$ cat src/rtl/bt_cmd_decoder_pkg.sv
// Shared definitions for the Bluetooth song-step command decoder.
//   - command byte constants ('P','p','N','n','1','7')
//   - parser and UART receiver state encodings
//   - bit-period (DIV) computation and byte classification helpers
package bt_cmd_decoder_pkg;

  localparam logic [7:0] CH_P_UP = 8'h50;
  localparam logic [7:0] CH_P_LO = 8'h70;
  localparam logic [7:0] CH_N_UP = 8'h4E;
  localparam logic [7:0] CH_N_LO = 8'h6E;
  localparam logic [7:0] CH_1    = 8'h31;
  localparam logic [7:0] CH_7    = 8'h37;

  typedef enum logic [1:0] {
    ST_IDLE  = 2'd0,
    ST_GOT_P = 2'd1,
    ST_GOT_N = 2'd2
  } parse_state_t;

  typedef enum logic [1:0] {
    RX_IDLE  = 2'd0,
    RX_START = 2'd1,
    RX_DATA  = 2'd2,
    RX_STOP  = 2'd3
  } rx_state_t;

  function automatic int calc_div(input int clk_freq, input int baud);
    return clk_freq / baud;
  endfunction

  function automatic logic is_p(input logic [7:0] b);
    return (b == CH_P_UP) || (b == CH_P_LO);
  endfunction

  function automatic logic is_n(input logic [7:0] b);
    return (b == CH_N_UP) || (b == CH_N_LO);
  endfunction

  function automatic logic is_digit(input logic [7:0] b);
    return (b >= CH_1) && (b <= CH_7);
  endfunction

endpackage

$ cat src/rtl/bt_uart_rx.sv
// 8N1 UART receiver for the Bluetooth module serial line.
// Ports:
//   CLK   system clock, rising edge
//   RST   synchronous active-low reset
//   RXD   asynchronous serial input, idle high
//   DATA  last received byte (LSB first on the line)
//   VALID one-cycle strobe when a byte with a good stop bit is received
//   FERR  one-cycle strobe when the stop bit sampled low (byte discarded)
//
// state    | meaning
// RX_IDLE  | waiting for a synchronized 1->0 edge
// RX_START | counting to mid start bit; a high sample aborts silently
// RX_DATA  | sampling 8 data bits at each mid-bit
// RX_STOP  | sampling the stop bit at its mid-bit
module bt_uart_rx
  import bt_cmd_decoder_pkg::*;
#(
  parameter int CLK_FREQ = 100_000_000,
  parameter int BAUD     = 9600
) (
  input  logic       CLK,
  input  logic       RST,
  input  logic       RXD,
  output logic [7:0] DATA,
  output logic       VALID,
  output logic       FERR
);

  localparam int DIV   = calc_div(CLK_FREQ, BAUD);
  localparam int CNT_W = (DIV > 1) ? $clog2(DIV) : 1;
  localparam logic [CNT_W-1:0] CNT_FULL = CNT_W'(DIV - 1);
  localparam logic [CNT_W-1:0] CNT_HALF = CNT_W'(DIV / 2 - 1);

  logic             rxd_s1, rxd_s2, rxd_d;
  rx_state_t        state_q, state_d;
  logic [CNT_W-1:0] cnt_q, cnt_d;
  logic [2:0]       bit_q, bit_d;
  logic [7:0]       sh_q, sh_d;
  logic             valid_q, valid_d, ferr_q, ferr_d;

  always_ff @(posedge CLK) begin
    if (!RST) begin
      rxd_s1  <= 1'b1;
      rxd_s2  <= 1'b1;
      rxd_d   <= 1'b1;
      state_q <= RX_IDLE;
      cnt_q   <= '0;
      bit_q   <= '0;
      sh_q    <= '0;
      valid_q <= 1'b0;
      ferr_q  <= 1'b0;
    end else begin
      rxd_s1  <= RXD;
      rxd_s2  <= rxd_s1;
      rxd_d   <= rxd_s2;
      state_q <= state_d;
      cnt_q   <= cnt_d;
      bit_q   <= bit_d;
      sh_q    <= sh_d;
      valid_q <= valid_d;
      ferr_q  <= ferr_d;
    end
  end

  always_comb begin
    state_d = state_q;
    cnt_d   = cnt_q;
    bit_d   = bit_q;
    sh_d    = sh_q;
    valid_d = 1'b0;
    ferr_d  = 1'b0;
    case (state_q)
      RX_IDLE: begin
        if (rxd_d && !rxd_s2) begin
          state_d = RX_START;
          cnt_d   = CNT_HALF;
        end
      end
      RX_START: begin
        if (cnt_q != '0) begin
          cnt_d = cnt_q - CNT_W'(1);
        end else if (rxd_s2) begin
          state_d = RX_IDLE;
        end else begin
          state_d = RX_DATA;
          cnt_d   = CNT_FULL;
          bit_d   = 3'd0;
        end
      end
      RX_DATA: begin
        if (cnt_q != '0) begin
          cnt_d = cnt_q - CNT_W'(1);
        end else begin
          sh_d  = {rxd_s2, sh_q[7:1]};
          cnt_d = CNT_FULL;
          if (bit_q == 3'd7) state_d = RX_STOP;
          else               bit_d   = bit_q + 3'd1;
        end
      end
      RX_STOP: begin
        if (cnt_q != '0) begin
          cnt_d = cnt_q - CNT_W'(1);
        end else begin
          // Back to idle right away so a back-to-back start edge is caught.
          state_d = RX_IDLE;
          valid_d = rxd_s2;
          ferr_d  = !rxd_s2;
        end
      end
      default: state_d = RX_IDLE;
    endcase
  end

  assign DATA  = sh_q;
  assign VALID = valid_q;
  assign FERR  = ferr_q;

endmodule

$ cat src/rtl/bt_cmd_decoder.sv
// Bluetooth song-step command decoder: receives "P<d>"/"N<d>" (either case,
// d = '1'..'7') over UART and pulses PREV/NEXT with the step count.
// Optional macro BTCMD_TIMEOUT_EN: abandon a half-received command after
// TIMEOUT_MS of silence (pulses CMD_ERR).
// Ports:
//   CLK      system clock, rising edge
//   RST      synchronous active-low reset
//   RXD      asynchronous serial line from the Bluetooth module, idle high
//   PREV     previous-song step count, nonzero for one cycle per command
//   NEXT     next-song step count, nonzero for one cycle per command
//   CMD_ERR  one-cycle pulse on a rejected command, framing error or timeout
//
// state    | meaning
// ST_IDLE  | waiting for a 'P'/'p' or 'N'/'n' byte
// ST_GOT_P | previous-song command letter seen, waiting for the digit
// ST_GOT_N | next-song command letter seen, waiting for the digit
module bt_cmd_decoder
  import bt_cmd_decoder_pkg::*;
#(
  parameter int CLK_FREQ   = 100_000_000,
  parameter int BAUD       = 9600,
  parameter int TIMEOUT_MS = 100
) (
  input  logic       CLK,
  input  logic       RST,
  input  logic       RXD,
  output logic [2:0] PREV,
  output logic [2:0] NEXT,
  output logic       CMD_ERR
);

  logic [7:0]   rx_data;
  logic         rx_valid, rx_ferr;
  parse_state_t state_q, state_d;
  logic [2:0]   prev_q, prev_d, next_q, next_d;
  logic         err_q, err_d;

  bt_uart_rx #(.CLK_FREQ(CLK_FREQ), .BAUD(BAUD)) u_rx (
    .CLK   (CLK),
    .RST   (RST),
    .RXD   (RXD),
    .DATA  (rx_data),
    .VALID (rx_valid),
    .FERR  (rx_ferr)
  );

`ifdef BTCMD_TIMEOUT_EN
  localparam int TMO_CYC = CLK_FREQ / 1000 * TIMEOUT_MS;
  localparam int TMO_W   = $clog2(TMO_CYC + 1);
  localparam logic [TMO_W-1:0] TMO_LOAD = TMO_W'(TMO_CYC - 1);
  logic [TMO_W-1:0] tmo_q, tmo_d;
`else
  logic unused_tmo_cfg;
  assign unused_tmo_cfg = ^TIMEOUT_MS;
`endif

  always_ff @(posedge CLK) begin
    if (!RST) begin
      state_q <= ST_IDLE;
      prev_q  <= '0;
      next_q  <= '0;
      err_q   <= 1'b0;
`ifdef BTCMD_TIMEOUT_EN
      tmo_q   <= '0;
`endif
    end else begin
      state_q <= state_d;
      prev_q  <= prev_d;
      next_q  <= next_d;
      err_q   <= err_d;
`ifdef BTCMD_TIMEOUT_EN
      tmo_q   <= tmo_d;
`endif
    end
  end

  always_comb begin
    state_d = state_q;
    prev_d  = '0;
    next_d  = '0;
    err_d   = rx_ferr;
`ifdef BTCMD_TIMEOUT_EN
    tmo_d   = (tmo_q != '0) ? tmo_q - TMO_W'(1) : tmo_q;
`endif
    if (rx_valid) begin
      // A command letter (re)starts a command from any state.
      if (is_p(rx_data)) begin
        state_d = ST_GOT_P;
`ifdef BTCMD_TIMEOUT_EN
        tmo_d   = TMO_LOAD;
`endif
      end else if (is_n(rx_data)) begin
        state_d = ST_GOT_N;
`ifdef BTCMD_TIMEOUT_EN
        tmo_d   = TMO_LOAD;
`endif
      end else if (state_q != ST_IDLE) begin
        state_d = ST_IDLE;
        if (is_digit(rx_data)) begin
          // '1'..'7' are 0x31..0x37, so the low 3 bits are the step count.
          if (state_q == ST_GOT_P) prev_d = rx_data[2:0];
          else                     next_d = rx_data[2:0];
        end else begin
          err_d = 1'b1;
        end
      end
    end
`ifdef BTCMD_TIMEOUT_EN
    else if (state_q != ST_IDLE && tmo_q == '0) begin
      state_d = ST_IDLE;
      err_d   = 1'b1;
    end
`endif
  end

  assign PREV    = prev_q;
  assign NEXT    = next_q;
  assign CMD_ERR = err_q;

endmodule

$ cat config.mk
export PLATFORM = sky130hd
export DESIGN_NAME = bt_cmd_decoder
export DESIGN_NICKNAME = d
export VERILOG_FILES = /design/src/rtl/bt_cmd_decoder_pkg.sv /design/src/rtl/bt_uart_rx.sv /design/src/rtl/bt_cmd_decoder.sv
export SDC_FILE = /design/constraint.sdc
export NUM_CORES = 1
export LEC_CHECK = 0
export ABC_AREA = 1
export CORE_ASPECT_RATIO = 0.8
export CORE_MARGIN = 5
export CORE_UTILIZATION = 38
export DETAILED_ROUTE_END_ITERATION = 6
export HOLD_SLACK_MARGIN = 0.05
export PLACE_DENSITY_LB_ADDON = 0.25
export SYNTH_ARGS = -nofsm -noshare
export SYNTH_HDL_FRONTEND = slang
export SYNTH_SLANG_ARGS = --single-unit
$ cat constraint.sdc
create_clock -name CLK -period 1.9 [get_ports CLK]
set_input_delay 0.285 -clock CLK [delete_from_list [all_inputs] [get_ports CLK]]
set_output_delay 0.285 -clock CLK [all_outputs]
set_load 0.03 [all_outputs]
# Word level (Yosys, flattened, before mapping)
# Index checks and enable logic that the tools add are counted.
# totals
ff_bits	41
latchBits	0
ram_bits	0
mem_bits_ro	0
output_inout_bits	7
memories	0
# op_classes
add_sub_neg	2
n_mul	0
div	0
magnitude_cmp	2
n_eq_ne	18
shift	0
n_mux	26
bitwise_logic	7
n_reduce_logical	18
# ops
operator	n
2-to-1 mux 14 bit	5
case mux 14 bit (4 select lines)	1
== test 8 x 7 -> 1 bit (second input constant)	4
2-to-1 mux 2 bit	9
nonzero test 14 bit	1
OR reduction 7 bit	2
subtractor 14 x 1 -> 14 bit (second input constant)	1
2-to-1 mux 3 bit	4
!= test 2 bit (second input constant)	5
AND reduction 5 bit	2
greater-or-equal comparator 8 x 6 -> 1 bit (second input constant)	1
<= comparator 8 x 6 -> 1 bit (second input constant)	1
case mux 2 bit (4 select lines)	1
NOT 1 bit	7
!= test 2 x 1 -> 1 bit (second input constant)	3
case mux 3 bit (2 select lines)	1
2-to-1 mux 1 bit	5
== test 2 x 1 -> 1 bit (second input constant)	2
== test 2 bit (second input constant)	2
AND reduction 2 bit	2
nonzero test 2 bit	2
adder 3 x 1 -> 3 bit (second input constant)	1
== test 3 bit (second input constant)	1
!= test 3 bit (second input constant)	1
other kinds (7)	9

# Logic depth before layout (Yosys ltp)
# logic_depth
depth_word	7
depth_mapped	12
depth_no_buf	12

# Hierarchy
# Synthesis repeated with hierarchy kept, for this count alone.
# unflattened
cells_unflattened	305
area_unflattened_um2	2105.8
# modules_own_cells
module	instances	cells_each	area_each_um2	seq_area_each_um2
bt_uart_rx	1	251	1715.4	640.6
bt_cmd_decoder	1	54	390.4	180.2

# Worst setup path before layout
# OpenSTA, ideal clock, no wires.
# synth_timing
kind	register to register
from	register u_rx.state_q[0]
to	register u_rx.state_q[0]
t_arrival_ns	1.479
path_slack_ns	0.302
path_stages_with_launch	8
path_buffers	0
synth_period_minus_slack_ns	1.598
cell_sequence	dfxtp_1 > inv_1 > ha_1 > or2_2 > o21ai_1 > nand2_1 > o21ai_1 > a21oi_1
# synth_between
elab_chain_cells	3
elab_cells_between_ends	11
classes_between	eq/ne: 8; mux: 1; reduce/logical: 2
# synth_lines
item	line	text
from (decl)	bt_uart_rx.sv:35	rx_state_t state_q, state_d;
from (signal assigned)	bt_uart_rx.sv:56	state_q <= state_d;
== test 2 bit (tied with other cells)	bt_uart_rx.sv:72	case (state_q)
!= test 2 bit (no line) or != test 2 x 1 -> 1 bit (tied branches)	n/a	
AND reduction 5 bit (no line)	n/a	
# Several ways; a longest one is shown, not always the timed one.
# A chain may end at the register's enable or synchronous reset.

# Worst setup path after layout
# layout_timing
from	register u_rx.state_q[0]
to	register u_rx.cnt_q[2]
# layout_between
elab_chain_cells	3
elab_cells_between_ends	9
classes_between	eq/ne: 6; mux: 1; reduce/logical: 2
# layout_lines
item	line	text
== test 2 x 1 -> 1 bit (tied with other cells)	bt_uart_rx.sv:72	
!= test 3 bit (no line) or != test 2 x 1 -> 1 bit (tied branches)	n/a	
AND reduction 3 bit (no line)	n/a	
to (signal assigned)	bt_uart_rx.sv:57	cnt_q <= cnt_d;
to (decl)	bt_uart_rx.sv:36	logic [CNT_W-1:0] cnt_q, cnt_d;
# Several ways; a longest one is shown, not always the timed one.

==> metrics.txt <==
# TYPE chip_impl_metric gauge
chip_impl_metric{name="yosysTopAreaCellShare",unit="%"} 39.5
chip_impl_metric{name="post-route-min-period",unit="ns"} 1.76
chip_impl_metric{name="floorplan.die.width",unit="µm"} 92.7
chip_impl_metric{name="grt_start_max_net_pins",unit=""} 19
chip_impl_metric{name="clk_transition_reported_paths",unit="ns"} 0.08
chip_impl_metric{name="ctsHtreeMaxLevel",unit=""} 2
chip_impl_info{name="synth_ff_type",value="sky130_fd_sc_hd__dfxtp_1"} 1
chip_impl_info{name="post-synth-top-area-cell",value="sky130_fd_sc_hd__dfxtp_1"} 1
chip_impl_info{name="clock_tree_from_tritoncts",value="built"} 1
chip_impl_metric{name="grt_pass1_wl",unit="µm"} 7060
chip_impl_info{name="critPathLaunchType",value="flip-flop"} 1
chip_impl_metric{name="worst_slew_margin_rel",unit="%"} 79.2
chip_impl_metric{name="area_growth",unit="%"} 14.2
chip_impl_metric{name="cts_inserted_buffers",unit=""} 5
chip_impl_info{name="synthTopCellsByArea",value="sky130_fd_sc_hd__dfxtp_1 40%, sky130_fd_sc_hd__nand2_1 10%, sky130_fd_sc_hd__nor2_1 9.9%"} 1
chip_impl_metric{name="synth_edf_count",unit=""} 0
chip_impl_metric{name="ys_ff_latch",unit=""} 41
chip_impl_metric{name="seq_area",unit="µm²"} 821
chip_impl_metric{name="yosys_warnings",unit=""} 0
chip_impl_metric{name="routed_wire_length_per_instance",unit="µm"} 11.1
chip_impl_info{name="cts_root_buffer",value="sky130_fd_sc_hd__clkbuf_8"} 1
chip_impl_metric{name="maxSlewViolCount",unit=""} 0
chip_impl_metric{name="holdWs",unit="ns"} 0.421
chip_impl_info{name="critical_path_class",value="flip-flop to flip-flop"} 1
chip_impl_metric{name="design_power_total",unit="mW"} 3.29
chip_impl_metric{name="overflow",unit=""} 0
chip_impl_metric{name="regToRegSetupSlack",unit="ns"} 0.14
chip_impl_metric{name="ant_nets",unit=""} 0
chip_impl_info{name="worstSetupEndpointType",value="flip-flop"} 1
chip_impl_info{name="outcome",value="completed"} 1
chip_impl_metric{name="drc",unit=""} 0
chip_impl_metric{name="post_route_cells_drive_above_1_share",unit="%"} 13.2
chip_impl_metric{name="global_route.usage.total",unit="%"} 12.2
chip_impl_metric{name="fin_crit_sh",unit="%"} 92.9
chip_impl_metric{name="reg2reg_depth",unit=""} 8
chip_impl_info{name="cp_top_family",value="simple AND/OR/NAND/NOR gates"} 1
chip_impl_info{name="reg2reg_to",value="u_rx.cnt_q[2]"} 1
chip_impl_metric{name="grt_antenna_before_repair",unit=""} 0
chip_impl_metric{name="synth.avg_cell_area",unit="µm²"} 7.24
chip_impl_metric{name="count_of_input_and_output_buffers",unit=""} 9
chip_impl_metric{name="async_flop_share",unit="%"} 0
chip_impl_metric{name="setup_viol",unit=""} 0
chip_impl_metric{name="multi_input_area",unit="µm²"} 1120
chip_impl_info{name="holdPathEnd",value="u_rx.rxd_s2"} 1
chip_impl_info{name="rsz_0062_raised_after_global_routing",value="yes"} 1
chip_impl_metric{name="crit_fanout",unit=""} 5
chip_impl_metric{name="seq_area_frac_synth",unit="%"} 39.5
chip_impl_metric{name="clock_insertion_delay_worst_skew",unit="ns"} 0.29
chip_impl_metric{name="critPathBufInv",unit=""} 2
chip_impl_metric{name="maxCapViolations",unit=""} 0
chip_impl_metric{name="synth.cell_area",unit="µm²"} 2080
chip_impl_metric{name="cp_slowest_stage_delay",unit="ns"} 0.41
chip_impl_info{name="crit_path_frequent_cell",value="sky130_fd_sc_hd__nor2_1"} 1
chip_impl_metric{name="hold_viol",unit=""} 0
chip_impl_metric{name="cts_hold_buf",unit=""} 0
chip_impl_metric{name="firstDrtPassIters",unit=""} 4
chip_impl_metric{name="routed_wl",unit="µm"} 4080
chip_impl_metric{name="syn-num-nets",unit=""} 298
chip_impl_metric{name="antenna-diode-count",unit=""} 0
chip_impl_metric{name="floorplan.initialDensity",unit="%"} 38.6
chip_impl_metric{name="dieHeight",unit="µm"} 76.1
chip_impl_info{name="timing.critical_path.cells",value="inv_1 > ha_1 > nor2_1 > inv_1 > o21ai_0 > nor2_1 > nor3_1 > nor2_1"} 1
chip_impl_metric{name="viasPerCell",unit=""} 4.75
chip_impl_metric{name="syn-instance-count",unit=""} 287
chip_impl_metric{name="die_area",unit="µm²"} 7050
chip_impl_info{name="yosys-top-cells-count",value="57 x sky130_fd_sc_hd__nand2_1, 55 x sky130_fd_sc_hd__nor2_1, 41 x sky130_fd_sc_hd__dfxtp_1"} 1
chip_impl_metric{name="post_synth_num_cell_types",unit=""} 36
chip_impl_metric{name="maxClockFrequency",unit="MHz"} 567
chip_impl_metric{name="core_area",unit="µm²"} 5380
chip_impl_metric{name="cellPowerDensity",unit="nW/µm²"} 1390
chip_impl_metric{name="placementRows",unit=""} 24
chip_impl_metric{name="via_count",unit=""} 1744
chip_impl_metric{name="min_path_cells",unit=""} 1
chip_impl_metric{name="layout.filler_cells",unit=""} 538
chip_impl_info{name="critical_path.slowest_cell",value="sky130_fd_sc_hd__dfxtp_1"} 1
chip_impl_info{name="start_of_the_worst_register_to_register_path",value="u_rx.state_q[0]"} 1
chip_impl_metric{name="cellLeakagePower",unit="nW"} 1.01
chip_impl_info{name="holdCritPathClass",value="flip-flop to flip-flop"} 1
chip_impl_metric{name="post-dp-hpwl",unit="µm"} 3060
chip_impl_metric{name="pin_count",unit=""} 10
chip_impl_metric{name="cp_data_required_time",unit="ns"} 2.09
chip_impl_metric{name="final_nets",unit=""} 312
chip_impl_metric{name="vdd.ir_drop.worst",unit="mV"} 0.598
chip_impl_metric{name="globalplace.congestion",unit=""} 0.878
chip_impl_metric{name="finish.utilization",unit="%"} 44.1
chip_impl_metric{name="worst_pin_slew",unit="ns"} 0.312
chip_impl_info{name="hold_start",value="u_rx.rxd_s1"} 1
chip_impl_info{name="synth.most_common_cell",value="sky130_fd_sc_hd__nand2_1"} 1
chip_impl_metric{name="clockBufferDepth",unit=""} 2
chip_impl_metric{name="clock_sink_count",unit=""} 41
chip_impl_metric{name="drt_iter0_markers",unit=""} 93
chip_impl_metric{name="final.setup_skew",unit="ns"} 0.00843
chip_impl_metric{name="timing.critical_path.arrival",unit="ns"} 1.95
chip_impl_metric{name="via_count_of_the_first_global_routing_pass",unit=""} 1567
[per-layer routing]
layer | wire (µm) | GRT usage, % | vias to the layer above
li1 | - | - | 945
met1 | 2200 | 17.4 | 765
met2 | 1650 | 17.5 | 30
met3 | 169 | 3.06 | 4
met4 | 55 | 4.83 | 0
met5 | 0 | 0 | -
[report_power, final]
part           internal (mW)  total [mW]  switching (mW)
clock                  0.393       0.706           0.313
combinational          0.524        1.51           0.982
sequential             0.971        1.08           0.111
total                   1.89        3.29            1.40
[metrics by stage]
stage	TNS, ns	std cells	setup WS, ns	area, µm²
floorplan	0	287	0.302	2080
global placement	0	359	0.0427	2240
detailed placement	0	359	0.0795	2240
CTS	0	367	0.0663	2350
global route	-0.000900	367	-0.000900	2370
finish	0	367	0.135	2370
[cell type report]
type,instances,share of cell area [%]
clock buffer,5,2.90
timing repair buffer,12,4.75
clock inverter,3,1.95
tap,65,3.43
sequential,41,34.6
multi-input combinational,209,47.1
inverter,32,5.27
[cell families (layout without fill, tap and decap cells)]
logic type                 after synthesis  in the layout  share of synthesized area [%]
AOI/OAI and AO/OA                       47             47                           14.5
xor gates and xnor gates                 5              5                           2.11
adders and majority gates                8              8                           4.82
buffers and inverters                   37             52                           7.41
DFF                                     41             41                           39.5
and+or+nand+nor                        149            149                           31.7
[flip-flops by register name, indices dropped and copies added, names as in the netlist, 2 cells and up, named ones only]
register    flops
state_q         2
u_rx.cnt_q     14
u_rx.bit_q      3
PREV            3
u_rx.DATA       8
NEXT            3
[cell usage in the layout (no fill, tap or decap), types with 2 or more instances in the layout]
master,instances
sky130_fd_sc_hd__nand2_4,3
sky130_fd_sc_hd__clkdlybuf4s50_1,9
sky130_fd_sc_hd__inv_1,29
sky130_fd_sc_hd__nor2_1,54
sky130_fd_sc_hd__o21a_1,2
sky130_fd_sc_hd__clkbuf_8,5
sky130_fd_sc_hd__inv_4,2
sky130_fd_sc_hd__o21ai_2,2
sky130_fd_sc_hd__nand2_2,3
sky130_fd_sc_hd__nand4_1,4
sky130_fd_sc_hd__nand2_1,56
sky130_fd_sc_hd__o21ai_1,13
sky130_fd_sc_hd__xor2_1,5
sky130_fd_sc_hd__buf_4,3
sky130_fd_sc_hd__a21oi_2,8
sky130_fd_sc_hd__nand3_1,10
sky130_fd_sc_hd__o21ai_0,7
sky130_fd_sc_hd__or2_2,4
sky130_fd_sc_hd__nor3_1,6
sky130_fd_sc_hd__nor2_4,3
sky130_fd_sc_hd__a21oi_1,11
sky130_fd_sc_hd__dfxtp_1,41
sky130_fd_sc_hd__ha_1,8
sky130_fd_sc_hd__nand3b_1,2
[how the worst max path moves through the flow]
stage / start / endpoint / slack, ns / depth (start not counted)
detailed placement: flip-flop / u_rx.cnt_q[5] / 0.08 / 10
global placement: flip-flop / u_rx.cnt_q[5] / 0.04 / 10
finish: u_rx.state_q[0] / u_rx.cnt_q[2] / 0.14 / 8
floorplan: u_rx.state_q[0] / u_rx.state_q[0] / 0.30 / 7
CTS: flip-flop / u_rx.cnt_q[5] / 0.07 / 10
global route: flip-flop / u_rx.cnt_q[10] / -0.0009 / 12
[repair_timing]
action | in CTS | in global routing
setup endpoints to repair | 0 | 8
buffers inserted | 0 | 0
resized for setup | 0 | 5
Note: power is estimated with default switching activity, not from simulation.
